## src/rtl/binary_counter_pkg.sv

```systemverilog
// Shared types and key indices for the LED binary counter controller.
package binary_counter_pkg;

  typedef enum logic [1:0] {
    PAUSED  = 2'd0,
    RUNNING = 2'd1,
    STEP    = 2'd2
  } state_t;

  typedef logic [1:0] speed_t;

  localparam int KEY_RUN   = 0;
  localparam int KEY_DIR   = 1;
  localparam int KEY_STEP  = 2;
  localparam int KEY_SPEED = 3;
  localparam int N_KEYS    = 4;

endpackage

```

## src/rtl/key_debounce.sv

```systemverilog
// One key: 2-FF synchronizer, stability counter and single-cycle press pulse.
module key_debounce #(
  parameter int DEBOUNCE_CYC = 270_000
) (
  input  logic clk_i,
  input  logic rst_i,
  input  logic key_i,
  output logic press_o
);

  localparam int CW = $clog2(DEBOUNCE_CYC + 1);

  logic          sync1_q, sync2_q;
  logic          level_q, level_d;
  logic          level_dly_q;
  logic          press_q;
  logic [CW-1:0] cnt_q, cnt_d;

  // cnt_q counts consecutive samples disagreeing with the accepted level
  always_comb begin
    level_d = level_q;
    cnt_d   = '0;
    if (sync2_q != level_q) begin
      if (cnt_q == CW'(DEBOUNCE_CYC - 1)) begin
        level_d = sync2_q;
      end else begin
        cnt_d = cnt_q + 1'b1;
      end
    end
  end

  always_ff @(posedge clk_i) begin
    if (rst_i) begin
      sync1_q     <= 1'b0;
      sync2_q     <= 1'b0;
      level_q     <= 1'b0;
      level_dly_q <= 1'b0;
      press_q     <= 1'b0;
      cnt_q       <= '0;
    end else begin
      sync1_q     <= key_i;
      sync2_q     <= sync1_q;
      level_q     <= level_d;
      level_dly_q <= level_q;
      press_q     <= level_q & ~level_dly_q;
      cnt_q       <= cnt_d;
    end
  end

  assign press_o = press_q;

endmodule

```

## src/rtl/binary_counter_ctrl.sv

```systemverilog
// Run/pause/step sequencer, prescaler and counter for the LED binary counter.
// Define AUTO_REVERSE_EN to reflect at the ends instead of wrapping.
module binary_counter_ctrl
  import binary_counter_pkg::*;
#(
  parameter int DEBOUNCE_CYC = 270_000,
  parameter int BASE_DIV     = 2_700_000,
  parameter int W_CNT        = 8
) (
  input  logic             clock,
  input  logic             reset,
  input  logic [3:0]       key,
  output logic [W_CNT-1:0] cnt_o,
  output logic             run_o,
  output logic             dir_up_o,
  output logic [1:0]       speed_o,
  output logic             tick_o
);

  localparam int PW = $clog2(BASE_DIV);

  logic [N_KEYS-1:0] press;

  for (genvar k = 0; k < N_KEYS; k++) begin : g_key
    key_debounce #(
      .DEBOUNCE_CYC(DEBOUNCE_CYC)
    ) u_deb (
      .clk_i  (clock),
      .rst_i  (reset),
      .key_i  (key[k]),
      .press_o(press[k])
    );
  end

  state_t           state_q, state_d;
  logic [PW-1:0]    presc_q, presc_d;
  logic [PW-1:0]    term;
  logic [W_CNT-1:0] cnt_q, cnt_d;
  logic             dir_q, dir_d;
  speed_t           speed_q, speed_d;
  logic             tick;
  logic             upd;

  always_comb begin
    state_d = state_q;
    unique case (state_q)
      PAUSED: begin
        if (press[KEY_RUN])       state_d = RUNNING;
        else if (press[KEY_STEP]) state_d = STEP;
      end
      RUNNING: begin
        if (press[KEY_RUN]) state_d = PAUSED;
      end
      STEP:    state_d = PAUSED;
      default: state_d = PAUSED;
    endcase
  end

  // Restart on any non-running cycle, speed change or terminal count
  always_comb begin
    term    = PW'((BASE_DIV >> speed_q) - 1);
    tick    = (state_q == RUNNING) && (presc_q == term);
    upd     = tick || (state_q == STEP);
    presc_d = '0;
    if (state_q == RUNNING && !tick && !press[KEY_SPEED]) begin
      presc_d = presc_q + 1'b1;
    end
    speed_d = speed_q + speed_t'(press[KEY_SPEED]);
  end

  always_comb begin
    dir_d = dir_q ^ press[KEY_DIR];
    cnt_d = cnt_q;
    if (upd) begin
`ifdef AUTO_REVERSE_EN
      if (dir_q && cnt_q == {W_CNT{1'b1}}) begin
        cnt_d = cnt_q - 1'b1;
        dir_d = 1'b0;
      end else if (!dir_q && cnt_q == '0) begin
        cnt_d = W_CNT'(1);
        dir_d = 1'b1;
      end else begin
        cnt_d = dir_q ? cnt_q + 1'b1 : cnt_q - 1'b1;
      end
`else
      cnt_d = dir_q ? cnt_q + 1'b1 : cnt_q - 1'b1;
`endif
    end
  end

  always_ff @(posedge clock) begin
    if (reset) begin
      state_q <= PAUSED;
      presc_q <= '0;
      cnt_q   <= '0;
      dir_q   <= 1'b1;
      speed_q <= '0;
    end else begin
      state_q <= state_d;
      presc_q <= presc_d;
      cnt_q   <= cnt_d;
      dir_q   <= dir_d;
      speed_q <= speed_d;
    end
  end

  assign cnt_o    = cnt_q;
  assign run_o    = (state_q == RUNNING);
  assign dir_up_o = dir_q;
  assign speed_o  = speed_q;
  assign tick_o   = tick;

endmodule

```

## config.mk

```make
export PLATFORM = sky130hd
export DESIGN_NAME = binary_counter_ctrl
export DESIGN_NICKNAME = d
export VERILOG_FILES = /design/src/rtl/binary_counter_pkg.sv /design/src/rtl/key_debounce.sv /design/src/rtl/binary_counter_ctrl.sv
export SDC_FILE = /design/constraint.sdc
export NUM_CORES = 1
export LEC_CHECK = 0
export CORE_UTILIZATION = 45
export DETAILED_ROUTE_END_ITERATION = 8
export SYNTH_ARGS = -nofsm -noshare
export SYNTH_HDL_FRONTEND = slang
export SYNTH_SLANG_ARGS = --single-unit
```

## constraint.sdc

```tcl
create_clock -name clock -period 2.6 [get_ports clock]
set_input_delay 0.26 -clock clock [delete_from_list [all_inputs] [get_ports clock]]
set_output_delay 0.26 -clock clock [all_outputs]
set_load 0.1 [all_outputs]
```

==> flow_summary.toml, run 1 <==
[run_status]
status = "finished, final reports clean"

[timing]
max-slew-margin-rel_pct = 57.7
final_critical_path_setup_slack_ps = 25.9
report.final.slew_viol_count = 0
setup_violations = 0
final_hold_viol_count = 0
final.period_utilization_pct = 99.0
maxClockFrequency_mhz = 388
grt_setup_unrepaired = "yes"
worst_slew_pin_slew_ps = 635
setup-tns-final_ps = 0
finalClockSkew_ps = 4.47
fin_crit_ps = 2570

[placed_design]
dp_hpwl_mm = 7.25
rd_place_congestion = 0.836
place_worst_setup_slack_ps = 116
place.port_buffers = 18
place_area_um2 = 6190

[route]
detail-route-antenna-nets = 0
dr.first_iter.drc_count = 184
routed_wirelength_mm = 10.3
detailroute.via_count = 4295
drcViolationCount = 0
avgRoutedWirePerCell_um = 11.9
detail_route.vias_per_cell = 4.95
firstDrtPassIters = 4

[pwr]
seqPwrFrac_pct = 47.5
cell_internal_pwr_mw = 3.35
power.net_switching_mw = 0.892
comb_power_share_pct = 0.8
power.density_cell_area_nw_per_um2 = 620
total_power_mw = 4.24
share_clk_of_total_power_pct = 51.6
static_leakage_power_nw = 2.48
worst_case_vdd_ir_drop_mv = 0.438
power.switching_fraction_pct = 21.0

[logic_synthesis]
synth-edff-count = 0
netlist.area_leader.share_pct = 44.9
main_combinational_cell_family_by_area_after_synthesis = "simple AND/OR/NAND/NOR gates"
synth-async-reset-ratio_pct = 0
yosysUniqueCellTypes = 49
yosys.area_share.simple_pct = 27.4
ys_warn_count = 0
syn_nets = 678
avgSynthCellArea_um2 = 8.96
yosysSeqAreaShare_pct = 44.9
synth-compound-area-share_pct = 3.28
post-synth-top-area-cell = "sky130_fd_sc_hd__dfxtp_1"
synth.mux.area_fraction_pct = 1.91
synth_area_um2 = 5840
post_synth_main_area_contributors = "sky130_fd_sc_hd__dfxtp_1 (45%), sky130_fd_sc_hd__xor2_1 (8.7%), sky130_fd_sc_hd__nor2_1 (8.6%)"
synthAdderAreaFrac_pct = 4.41
post_synth_inst_count = 652
synth_ff_type = "sky130_fd_sc_hd__dfxtp_1"
synth_xor_area_share_pct = 15.6
synth-seq-cells = 131

[setup_path]
worst_ep_required_time_ps = 2340
worst-endpoint-arrival_ps = 2310
crit_path_start_kind = "flop"
critical_path_endpoint_category = "output port"
reg2reg_slack_ps = 130
path_class = "reg -> out"
timing.critical_path.fanout_max = 4

[die]
io_pins = 19
initial_core_utilization_pct = 46.3
die_width_um = 116
die-area_um2 = 13400
floorplan.core_area_um2 = 12600
fp-row-count = 41
die_h_um = 116

[global_routing]
grt_start_max_net_pins = 22
grt_pass1_wl_mm = 18.3
vias_in_the_first_global_route = 4191
grt_antenna_before_repair = 0
grt_util_all_layers_pct = 17.3
grt_overflow_total = 0

[final_layout]
final_design_area_no_fill_um2 = 6840
layout-area-overhead-vs-synth_pct = 17.1
n_fill_cell = 1151
share_of_the_core_filled_with_cells_pct = 54.2
most_common_cell_after_layout_fill_and_taps_aside = "sky130_fd_sc_hd__nor2_1"
design.final.nets = 708
drive_above_1_share_pct = 10.6
num_antenna_cells = 0
layout.cells.most_common_list = "sky130_fd_sc_hd__nor2_1 (133), sky130_fd_sc_hd__dfxtp_1 (128), sky130_fd_sc_hd__xor2_1 (57)"

[worst_hold_path]
worst_hold_path_type = "reg -> reg"

[clock_network]
cts_max_level = 4
cts_buffers = 17
clk_pin_slew_worst_paths_ps = 60
cts_root_buffer = "sky130_fd_sc_hd__clkbuf_16"
clockBufferDepth = 2
tritoncts_num_sinks = 131
cts_tree = "yes"
cts_hold_repair.buffers = 0
insertion_delay_ps = 410

[run]
drv.max_cap_violation_count = 0
[critical path: stages, from the launching register on]
cell                       delay, ps
sky130_fd_sc_hd__dfxtp_4         360
sky130_fd_sc_hd__inv_4            50
sky130_fd_sc_hd__ha_4            240
sky130_fd_sc_hd__nor4bb_2        270
sky130_fd_sc_hd__a31oi_1          90
sky130_fd_sc_hd__nor2_1          100
sky130_fd_sc_hd__or4b_4          490
sky130_fd_sc_hd__nor2_4          120
sky130_fd_sc_hd__buf_12          180
[final cells by class]
cell class / instances / area [um^2] / share of cell area [%]
Clock buffer: 21 / 482 / 7.04
Clock inverter: 11 / 77.6 / 1.13
Inverter: 18 / 72.6 / 1.06
Multi-Input combinational cell: 487 / 3120 / 45.7
Sequential cell: 131 / 2630 / 38.5
Tap cell: 172 / 215 / 3.14
Timing Repair Buffer: 27 / 240 / 3.51
[per-layer routing]
layer / vias to the layer above / GRT usage, % / share of wire [%]
met2: 41 / 29.1 / 48
met4: 0 / 8.72 / 2.5
met5: - / 0 / 0
li1: 2244 / - / -
met1: 1985 / 20.0 / 46
met3: 25 / 5.13 / 3.2
[cells by family (layout without fill, tap and decap cells)]
kind of cell / Yosys count / in the layout
compound gates: 29 / 29
xor+xnor: 104 / 104
fa+ha+maj: 20 / 20
buf+inv: 34 / 77
flops: 131 / 131
mux: 11 / 11
simple gates: 323 / 323
[synthesized netlist by cell type (2+ instances only)]
| cell type | n |
|---|---|
| sky130_fd_sc_hd__a21oi_1 | 8 |
| sky130_fd_sc_hd__and3_1 | 21 |
| sky130_fd_sc_hd__and4_1 | 6 |
| sky130_fd_sc_hd__buf_2 | 6 |
| sky130_fd_sc_hd__buf_6 | 2 |
| sky130_fd_sc_hd__clkbuf_1 | 7 |
| sky130_fd_sc_hd__dfxtp_1 | 131 |
| sky130_fd_sc_hd__ha_1 | 19 |
| sky130_fd_sc_hd__inv_1 | 18 |
| sky130_fd_sc_hd__mux2i_1 | 10 |
| sky130_fd_sc_hd__nand2_1 | 37 |
| sky130_fd_sc_hd__nand2b_1 | 3 |
| sky130_fd_sc_hd__nand3_1 | 39 |
| sky130_fd_sc_hd__nand3b_1 | 2 |
| sky130_fd_sc_hd__nand4_1 | 16 |
| sky130_fd_sc_hd__nor2_1 | 134 |
| sky130_fd_sc_hd__nor2b_1 | 21 |
| sky130_fd_sc_hd__nor3_1 | 13 |
| sky130_fd_sc_hd__nor3b_1 | 3 |
| sky130_fd_sc_hd__nor4_1 | 4 |
| sky130_fd_sc_hd__nor4b_1 | 4 |
| sky130_fd_sc_hd__nor4b_2 | 2 |
| sky130_fd_sc_hd__o211ai_1 | 3 |
| sky130_fd_sc_hd__o21ai_0 | 6 |
| sky130_fd_sc_hd__o21bai_1 | 2 |
| sky130_fd_sc_hd__or3_1 | 10 |
| sky130_fd_sc_hd__xnor2_1 | 46 |
| sky130_fd_sc_hd__xor2_1 | 58 |
[metrics by stage]
stage          std cells  hold WS, ps
2_1_floorplan        652          367
3_3_place_gp         830          372
3_5_place_dp         830          373
4_1_cts              867          381
5_1_grt              867          397
6_report             867          380
[flip-flops by register name (all words and copies together), names as in the netlist, 2 cells and up]
register and cells:
g_key.u_deb.cnt_q 76, presc_q 22, cnt_o 8, g_key.u_deb.level_dly_q 4
g_key.u_deb.level_q 4, g_key.u_deb.press_o 4, g_key.u_deb.sync1_q 4, g_key.u_deb.sync2_q 4
speed_o 2, state_q 2
[power by group through the flow]
stage                     clock network (mW)  registers (mW)  logic (mW)
after floorplan                            0            2.06      0.0239
after global placement                     0            2.06      0.0362
after detailed placement                   0            2.06      0.0367
after CTS                               2.25            2.02      0.0370
after global routing                    2.33            2.02      0.0406
final                                   2.19            2.02      0.0359
[final timing paths]
check	startpoint	endpoint	cells past startpoint
hold reg to reg	g_key[2].u_deb.level_dly_q$_SDFF_PP0_	g_key[2].u_deb.press_o$_SDFF_PP0_	1
setup reg to reg	speed_o[0]$_SDFF_PP0_	cnt_o[7]$_SDFFE_PP0P_	10
hold / removal	g_key[2].u_deb.level_dly_q$_SDFF_PP0_	g_key[2].u_deb.press_o$_SDFF_PP0_	1
setup / recovery	speed_o[0]$_SDFF_PP0_	tick_o	8
[timing repair]
action | CTS | global route
gates resized for setup | 10 | 2
pin swaps | 5 | 0
setup buffers | 5 | 0
endpoints found under the hold margin | 0 | 0
setup endpoints to repair | 1 | 2
No activity file was read; power rests on OpenSTA's default activity.
==> run 2: changes to the inputs <==
- DONT_BUFFER_PORTS: unset -> 1
- SETUP_SLACK_MARGIN: unset -> 0.05
- SLEW_MARGIN: unset -> 5
==> run 2 against run 1 <==
  * The run now ends with setup timing left
  * Core utilization shrank 0.35 points
  * Final area shrank 0.64%
  * Global-route usage shrank 0.33 points
  * Routed wire length grew 1.0%
  * Sequential power is essentially flat
  * Non-clock buffer count shrank 2
  * Setup slack lost 56 ps
  * Register-to-register slack gained 230 ps
  * Clock skew grew 0.99 ps
  * Power shrank 0.19%
  * Clock power is essentially flat
  * Critical endpoint unchanged
==> flow_summary.toml, run 2 (synthesis gave the netlist of run 1 again) <==
[route]
detailroute.via_count = 4297
detail-route-antenna-nets = 0
firstDrtPassIters = 4
routed_wirelength_mm = 10.4
dr.first_iter.drc_count = 159
drcViolationCount = 0
avgRoutedWirePerCell_um = 12.0
detail_route.vias_per_cell = 4.97

[clock_network]
insertion_delay_ps = 410
tritoncts_num_sinks = 131
cts_root_buffer = "sky130_fd_sc_hd__clkbuf_16"
clockBufferDepth = 2
cts_max_level = 4
cts_buffers = 17
cts_tree = "yes"
clk_pin_slew_worst_paths_ps = 50

[final_layout]
registers.top_by_ff_count = "g_key.u_deb.cnt_q"
n_fill_cell = 1215
most_common_cell_after_layout_fill_and_taps_aside = "sky130_fd_sc_hd__nor2_1"
final_design_area_no_fill_um2 = 6800
design.final.nets = 706
layout-area-overhead-vs-synth_pct = 16.4
number_of_flip_flops_under_the_largest_register_name = 76
num_antenna_cells = 0
drive_above_1_share_pct = 9.81
layout.cells.most_common_list = "sky130_fd_sc_hd__nor2_1 (133), sky130_fd_sc_hd__dfxtp_1 (127), sky130_fd_sc_hd__xor2_1 (58)"

[global_routing]
grt_antenna_before_repair = 0
grt_util_all_layers_pct = 17.0
grt_overflow_total = 0
grt_pass1_wl_mm = 17.9
vias_in_the_first_global_route = 4057
grt_start_max_net_pins = 29

[setup_path]
path_class = "reg -> out"
worst_ep_required_time_ps = 2340
crit_path_start_kind = "flop"
reg2reg_slack_ps = 360
timing.critical_path.fanout_max = 5
worst-endpoint-arrival_ps = 2370
worst_r2r_startpoint = "speed_o[1]$_SDFF_PP0_"
critical_path_endpoint_category = "output port"
worst_setup_path_startpoint = "speed_o[0]$_SDFF_PP0_"

[timing]
final_critical_path_setup_slack_ps = -30.0
worst_slew_pin_slew_ps = 1140
setup_violations = 1
final_hold_viol_count = 0
maxClockFrequency_mhz = 380
setup-tns-final_ps = -30.0
max-slew-margin-rel_pct = 23.9
grt_setup_unrepaired = "yes"
final.period_utilization_pct = 101
report.final.slew_viol_count = 0
fin_crit_ps = 2630
finalClockSkew_ps = 5.46

[pwr]
static_leakage_power_nw = 2.46
total_power_mw = 4.24
worst_case_vdd_ir_drop_mv = 0.673
power.density_cell_area_nw_per_um2 = 623

[placed_design]
place.port_buffers = 0
dp_hpwl_mm = 7.17
place_worst_setup_slack_ps = 314
rd_place_congestion = 0.850
place_area_um2 = 6150

[die]
floorplan.core_area_um2 = 12600
die-area_um2 = 13400
initial_core_utilization_pct = 46.3
fp-row-count = 41
die_h_um = 116
die_width_um = 116
io_pins = 19

[worst_hold_path]
worst_hold_path_type = "in -> reg"
timing.hold.worst.start = "reset"

[run]
drv.max_cap_violation_count = 0

[run_status]
violations = "setup timing"
status = "finished with violations"
run 2: final timing paths:
| kind | end | depth (start not counted) |
|---|---|---|
| hold / removal | state_q[1]$_SDFFE_PP0P_ | 2 |
| setup reg to reg | cnt_o[7]$_SDFFE_PP0P_ | 8 |
| setup / recovery | tick_o | 8 |
| hold reg to reg | g_key[2].u_deb.press_o$_SDFF_PP0_ | 1 |
run 2: stage by stage:
step           hold slack (ps)  std cells  util, %
2_1_floorplan              367        652        -
3_3_place_gp               330        823     48.7
3_5_place_dp               333        823     48.7
4_1_cts                   45.3        865     53.9
5_1_grt                   66.7        865     53.9
6_report                  69.2        865     53.9
run 2: worst max-delay path, cell delays in order, from the launching register on:
cell	delay, ps
sky130_fd_sc_hd__dfxtp_4	380
sky130_fd_sc_hd__inv_4	60
sky130_fd_sc_hd__ha_4	290
sky130_fd_sc_hd__and4bb_2	230
sky130_fd_sc_hd__a31oi_2	90
sky130_fd_sc_hd__nor2_1	110
sky130_fd_sc_hd__or4b_4	510
sky130_fd_sc_hd__nor2_4	120
sky130_fd_sc_hd__buf_12	180
run 2: routing by layer:
metal / GRT usage [%] / up-vias / wire (um)
met5: 0 / - / 0
met1: 20.8 / 1998 / 5070
met3: 5.39 / 13 / 291
li1: - / 2245 / -
met2: 27.7 / 41 / 4920
met4: 6.75 / 0 / 115
run 2: timing repair:
| action | CTS | global route |
|---|---|---|
| pin swaps | 1 | 0 |
| setup buffers | 5 | 0 |
| hold buffers | 5 | 0 |
| endpoints found under the setup margin | 1 | 1 |
| gates resized for setup | 1 | 0 |
| endpoints found under the hold margin | 28 | 0 |
| cloned | 0 | 0 |
run 2: final cells by class:
class / instances / area, um^2 / area share, %
multi-input cells: 487 / 3110 / 45.8
flip-flops and latches: 131 / 2630 / 38.7
clock buffers: 20 / 447 / 6.57
well taps: 172 / 215 / 3.17
repair buffers: 25 / 213 / 3.13
clock inverters: 12 / 105 / 1.55
inverters: 18 / 72.6 / 1.07
run 2: where the power goes:
group          leakage, nW  internal, mW  switching, mW
clock network        0.267          1.34          0.847
registers             1.06          2.01        0.00393
logic                 1.14        0.0125         0.0202
